<file path="src/rtl/host_reg_slave_pkg.sv">
// Address decode helpers shared by the host register slave.
// Pure functions, no state.
// No flow control of its own.
package host_pkg;

    function automatic logic [63:0] addr_to_idx(input logic [63:0] addr,
                                                input logic [63:0] base,
                                                input int          data_w);
        return (addr - base) >> $clog2(data_w / 8);
    endfunction

    function automatic logic in_range(input logic [63:0] addr,
                                      input logic [63:0] base,
                                      input int          data_w,
                                      input int          num_regs);
        return (addr >= base) && (addr_to_idx(addr, base, data_w) < 64'(num_regs));
    endfunction

endpackage

</file>
<file path="src/rtl/host_reg_slave_rsp_fifo.sv">
// First-word-fall-through FIFO carrying read responses back to the host.
// Zero-cycle read latency: head entry is on pop_dat while !empty.
// Push is dropped when full, pop is ignored when empty; pop_dat reads zero when empty.
module host_rsp_fifo #(
    parameter type dat_t = logic,
    parameter int  DEPTH = 4
) (
    input  logic clk,
    input  logic reset,
    input  logic push,
    input  dat_t push_dat,
    input  logic pop,
    output dat_t pop_dat,
    output logic empty,
    output logic full
);
    localparam int PTR_W = (DEPTH > 1) ? $clog2(DEPTH) : 1;
    localparam int CNT_W = $clog2(DEPTH + 1);

    dat_t             mem [DEPTH];
    logic [PTR_W-1:0] wr_ptr;
    logic [PTR_W-1:0] rd_ptr;
    logic [CNT_W-1:0] count;
    logic             do_push;
    logic             do_pop;

    assign empty   = (count == '0);
    assign full    = (count == CNT_W'(DEPTH));
    assign do_push = push && !full;
    assign do_pop  = pop && !empty;

    always_comb begin
        pop_dat = '0;
        if (!empty) pop_dat = mem[rd_ptr];
    end

    always_ff @(posedge clk) begin
        if (do_push) mem[wr_ptr] <= push_dat;
    end

    always_ff @(posedge clk or negedge reset) begin
        if (!reset) begin
            wr_ptr <= '0;
            rd_ptr <= '0;
            count  <= '0;
        end else begin
            if (do_push) wr_ptr <= (wr_ptr == PTR_W'(DEPTH - 1)) ? '0 : wr_ptr + 1'b1;
            if (do_pop)  rd_ptr <= (rd_ptr == PTR_W'(DEPTH - 1)) ? '0 : rd_ptr + 1'b1;
            count <= count + CNT_W'(do_push) - CNT_W'(do_pop);
        end
    end

endmodule

</file>
<file path="src/rtl/host_reg_slave.sv">
// Host command endpoint terminating reads/writes into a bank of NUM_REGS registers.
// Writes land on the accept edge; read data appears RD_LATENCY cycles after accept.
// cmd_rdy drops while MAX_OUTSTANDING reads are unreturned; responses held until rd_rdy.
module host_reg_slave
    import host_pkg::*;
#(
    parameter int                ADDR_W          = 32,
    parameter int                DATA_W          = 32,
    parameter int                NUM_REGS        = 16,
    parameter logic [ADDR_W-1:0] BASE_ADDR       = '0,
    parameter int                RD_LATENCY      = 2,
    parameter int                MAX_OUTSTANDING = 4,
    parameter logic [DATA_W-1:0] REG_RST         = '0
) (
    input  logic                         clk,
    input  logic                         reset,
    input  logic                         cmd_vld,
    output logic                         cmd_rdy,
    input  logic [ADDR_W-1:0]            addr,
    input  logic                         rw,
    input  logic [DATA_W-1:0]            data_w,
    input  logic [DATA_W/8-1:0]          be,
    output logic [DATA_W-1:0]            data_r,
    output logic                         rd_err,
    output logic                         rd_vld,
    input  logic                         rd_rdy,
    output logic [NUM_REGS*DATA_W-1:0]   reg_q,
    output logic [NUM_REGS-1:0]          wr_pulse,
    output logic [7:0]                   err_cnt
);
    localparam int BE_W  = DATA_W / 8;
    localparam int IDX_W = (NUM_REGS > 1) ? $clog2(NUM_REGS) : 1;
    localparam int OUT_W = $clog2(MAX_OUTSTANDING + 1);

    typedef struct packed {
        logic [DATA_W-1:0] data;
        logic              err;
    } rsp_t;

    logic [DATA_W-1:0] regs [NUM_REGS];
    logic [OUT_W-1:0]  outstanding;
    logic [OUT_W-1:0]  out_nxt;
    logic [IDX_W-1:0]  cmd_idx;
    logic              cmd_acc;
    logic              cmd_hit;
    logic              rd_acc;
    logic              rd_pop;
    logic              fifo_push;
    logic              fifo_full;
    logic              fifo_empty;
    rsp_t              rd_rsp;
    rsp_t              fifo_in;
    rsp_t              fifo_out;

    assign cmd_acc     = cmd_vld && cmd_rdy;
    assign cmd_hit     = in_range(64'(addr), 64'(BASE_ADDR), DATA_W, NUM_REGS);
    assign cmd_idx     = IDX_W'(addr_to_idx(64'(addr), 64'(BASE_ADDR), DATA_W));
    assign rd_acc      = cmd_acc && !rw;
    assign rd_pop      = rd_vld && rd_rdy;
    // Sampled on the accept edge, so any earlier accepted write is already in regs.
    assign rd_rsp.data = cmd_hit ? regs[cmd_idx] : '0;
    assign rd_rsp.err  = !cmd_hit;
    assign out_nxt     = outstanding + OUT_W'(rd_acc) - OUT_W'(rd_pop);

    for (genvar i = 0; i < NUM_REGS; i++) begin : g_reg_q
        assign reg_q[i*DATA_W +: DATA_W] = regs[i];
    end

    always_ff @(posedge clk or negedge reset) begin
        if (!reset) begin
            for (int i = 0; i < NUM_REGS; i++) regs[i] <= REG_RST;
            wr_pulse <= '0;
        end else begin
            wr_pulse <= '0;
            if (cmd_acc && rw && cmd_hit && (be != '0)) begin
                wr_pulse[cmd_idx] <= 1'b1;
                for (int k = 0; k < BE_W; k++) begin
                    if (be[k]) regs[cmd_idx][8*k +: 8] <= data_w[8*k +: 8];
                end
            end
        end
    end

    // Outstanding counts reads in the pipeline and the FIFO, so gating on it keeps the FIFO from overflowing.
    always_ff @(posedge clk or negedge reset) begin
        if (!reset) begin
            outstanding <= '0;
            cmd_rdy     <= 1'b0;
            err_cnt     <= '0;
        end else begin
            outstanding <= out_nxt;
            cmd_rdy     <= (out_nxt < OUT_W'(MAX_OUTSTANDING));
            if (cmd_acc && !cmd_hit && (err_cnt != 8'hFF)) err_cnt <= err_cnt + 8'd1;
        end
    end

    if (RD_LATENCY == 1) begin : g_no_pipe
        assign fifo_push = rd_acc;
        assign fifo_in   = rd_rsp;
    end else begin : g_pipe
        logic [RD_LATENCY-2:0] pipe_vld;
        rsp_t                  pipe_rsp [RD_LATENCY-1];

        always_ff @(posedge clk or negedge reset) begin
            if (!reset) begin
                pipe_vld <= '0;
                for (int i = 0; i < RD_LATENCY - 1; i++) pipe_rsp[i] <= '0;
            end else begin
                pipe_vld[0] <= rd_acc;
                pipe_rsp[0] <= rd_rsp;
                for (int i = 1; i < RD_LATENCY - 1; i++) begin
                    pipe_vld[i] <= pipe_vld[i-1];
                    pipe_rsp[i] <= pipe_rsp[i-1];
                end
            end
        end

        assign fifo_push = pipe_vld[RD_LATENCY-2];
        assign fifo_in   = pipe_rsp[RD_LATENCY-2];
    end

    host_rsp_fifo #(
        .dat_t (rsp_t),
        .DEPTH (MAX_OUTSTANDING)
    ) u_rsp_fifo (
        .clk      (clk),
        .reset    (reset),
        .push     (fifo_push && !fifo_full),
        .push_dat (fifo_in),
        .pop      (rd_pop),
        .pop_dat  (fifo_out),
        .empty    (fifo_empty),
        .full     (fifo_full)
    );

    assign rd_vld = !fifo_empty;
    assign data_r = fifo_out.data;
    assign rd_err = fifo_out.err;

endmodule

</file>
<file path="config.mk">
export PLATFORM = sky130hd
export DESIGN_NAME = host_reg_slave
export DESIGN_NICKNAME = d
export VERILOG_FILES = /design/src/rtl/host_reg_slave_pkg.sv /design/src/rtl/host_reg_slave_rsp_fifo.sv /design/src/rtl/host_reg_slave.sv
export SDC_FILE = /design/constraint.sdc
export NUM_CORES = 1
export LEC_CHECK = 0
export ABC_AREA = 1
export CAP_MARGIN = 5
export CORE_MARGIN = 4
export CORE_UTILIZATION = 29
export CTS_CLUSTER_DIAMETER = 120
export DETAILED_ROUTE_END_ITERATION = 16
export DONT_BUFFER_PORTS = 1
export PLACE_DENSITY = 0.48
export SLEW_MARGIN = 20
export SYNTH_ARGS = -nofsm -noshare
export SYNTH_HDL_FRONTEND = slang
export SYNTH_HIERARCHICAL = 1
export SYNTH_SLANG_ARGS = --single-unit
</file>
<file path="constraint.sdc">
create_clock -name clk -period 3.9 [get_ports clk]
set_input_delay 1.17 -clock clk [delete_from_list [all_inputs] [get_ports clk]]
set_output_delay 1.17 -clock clk [all_outputs]
set_load 0.02 [all_outputs]
</file>
==> results.ini <==
[status]
status=finished with violations
violations=max-slew violations

[sta]
max_freq_mhz=288
skew_ns=0.0197
holdWs_ns=0.228
slew_headroom=-0.177
grt_setup_unrepaired=false
tightest_slew_ns=1.77
fin_crit_sh=0.889
slew_viol_final=139
final_hold_viol_count=0
fin_ws_ns=0.434
timing.setup.tns_ns=0
fin_crit_ns=3.47
setup_violations=0

[critical_path]
rr_endpoint=outstanding[2]$_DFF_PN0_
reg2regPathDepth=12
setup.worst_path.class=register to output pin
end_kind=output pin
r2r_slack_ns=1.22
crit_top_cell=buf_4
cp.required_ns=2.73
cp_cell_sequence=buf_4, nand3_1, a21oi_1, buf_4
worstPathArrival_ns=2.30
max_stage_delay_ns=0.45
critPathMaxFanout=35
path_buf_inv=2
r2r_start=u_rsp_fifo/count[1]$_DFF_PN0_
crit_path_start_kind=register
critPathTopFamily=buffers and inverters
slowest_stage=a21oi_1

[grt]
grt_pass1_wl_mm=218
grt_pass1_vias=27700
grt_max_degree=582
grt_usage=0.246
grt_overflow=0
antenna_found_initial=9

[placed_design]
place_ws_ns=0.447
hpwl_mm=107
port_buffers=0
place_inst=5088
place.gp.congestion=0.854

[routing]
finalWirelength_mm=153
detail_route.wl_per_cell_um=29.1
drc=0
antenna_left=0
vias=29300
viasPerCell=5.58
dr.pass1.iters=5
dr.first_iter.drc_count=2863

[pwr]
p_leak_uw=0.0184
p_per_area_nw_per_um2=509
peakVddDrop_uv=337
power.total_uw=19400

[clock_network]
cts.clk_slew.worst_paths_ns=0.06
cts-buffers-inserted=89
hold_buffers=0
htree_levels=3
cts_resized=0
cts_setup_buffers=0
cts_tree=built
clk-insertion-delay-late_ns=0.65
clock-sinks=713
clock_path_buffers=3
root_buffer=clkbuf_16

[yosys]
syn-cell-area_um2=33000
ys.flop_type=dfrtp_1
async_reset_ff_frac=0.815
synth_warnings=6
postSynthAreaPerCell_um2=8.78
syn_nets=3846
synth-seq-cells=713
ys_types=32
ys_seq_area_frac=0.560
synth_edf_count=132
synth_cells=3761

[cells_and_area]
area_growth_pct=15.3
final_common_cell=nand2_1
fin_cells=5254
nets=3764
drive_above_1_share=0.100
fillCellCount=11600
final_cell_mix=nand2_1 (1263), dfrtp_1 (580), nand4_1 (567), o22ai_1 (192), inv_1 (160)

[floorplanning]
fp.dieW_um=345
num_io_pins=644
core_area_um2=113000
num_rows=123
dieHeight_um=345
fp.dieArea_um2=119000
start_util=0.293

[min_path]
hold_path.class=primary input to async pin

[run]
maxCapViolCount=0

[stage by stage]
step	util	instance area, um2
floorplan	-	33000
global placement	0.312	35200
detailed placement	0.312	35200
finish	0.338	38100
CTS	0.337	38100
global route	0.337	38100
[sequential cells by signal, indices dropped and copies added (netlist names), 2 cells and up]
signal	count
err_cnt	8
fifo_in	33
outstanding	3
reg_q	512
u_rsp_fifo/count	3
u_rsp_fifo/mem	132
u_rsp_fifo/rd_ptr	2
u_rsp_fifo/wr_ptr	2
wr_pulse	16
[synthesized netlist by cell type, types with 3 or more instances]
library cell	number	area [um2]
edfxtp_1	132	3960
xor2_1	7	61.3
buf_1	39	146
nor2_2	15	93.8
nand2_1	1264	4740
o21ai_0	128	641
buf_4	8	60.1
nor2_4	3	33.8
clkbuf_1	176	661
nor2_1	125	469
ha_1	10	125
o22ai_1	192	1200
inv_2	12	45.0
nand4_4	10	213
o221ai_1	32	280
inv_1	160	601
a21oi_1	33	165
dfrtp_1	581	14500
buf_6	7	78.8
nand3_1	112	561
buf_2	118	591
nor3_1	17	85.1
nand4_1	567	3550
[layer usage]
layer | vias up | GRT usage | wire [um]
met5 | - | 0 | 13
met4 | 2 | 0.0737 | 4570
met3 | 200 | 0.0904 | 17100
met2 | 1404 | 0.359 | 65500
li1 | 12900 | - | -
met1 | 14800 | 0.341 | 65800
[final cells by class]
type | instances | area, um2 | share of cell area
antenna | 3 | 7.51 | 0.000197
clock buffer | 127 | 2640 | 0.0694
clock inverter | 36 | 274 | 0.00720
inverter | 172 | 648 | 0.0170
multi-input combinational | 2528 | 12500 | 0.328
sequential | 713 | 18500 | 0.486
tap | 1500 | 1880 | 0.0493
timing repair buffer | 175 | 1630 | 0.0427
[where the power goes]
group	internal (uW)	total (uW)	leakage, uW	switching [uW]
combinational	1020	3200	0.00753	2180
clock	4850	8300	0.00143	3450
sequential	7740	7870	0.00947	132
total	13600	19400	0.0184	5770
[cells by family (layout without fill, tap and decap cells)]
| logic type | count (synthesis) | count (layout) | synth area share |
|---|---|---|---|
| compound gates | 388 | 388 | 0.0698 |
| other cells | 0 | 3 | 0 |
| xor+xnor | 9 | 9 | 0.00239 |
| simple gates | 2119 | 2119 | 0.297 |
| buf+inv | 520 | 510 | 0.0661 |
| fa+ha+maj | 12 | 12 | 0.00500 |
| flops | 713 | 713 | 0.560 |
[worst max-delay path by stage]
stage,endpoint,from,slack (ns),cells after the start
2_1_floorplan,outstanding[2]$_DFF_PN0_,cmd_vld,1.11,11
3_3_place_gp,reg_q[142]$_DFFE_PN0P_,addr[2],0.42,7
3_5_place_dp,reg_q[396]$_DFFE_PN0P_,addr[2],0.45,7
4_1_cts,data_r[30],u_rsp_fifo/rd_ptr[1]$_DFFE_PN0P_,0.36,4
5_1_grt,data_r[30],u_rsp_fifo/rd_ptr[1]$_DFFE_PN0P_,0.26,4
6_report,data_r[28],u_rsp_fifo/rd_ptr[1]$_DFFE_PN0P_,0.43,4
No activity file was read; power rests on OpenSTA's default activity.
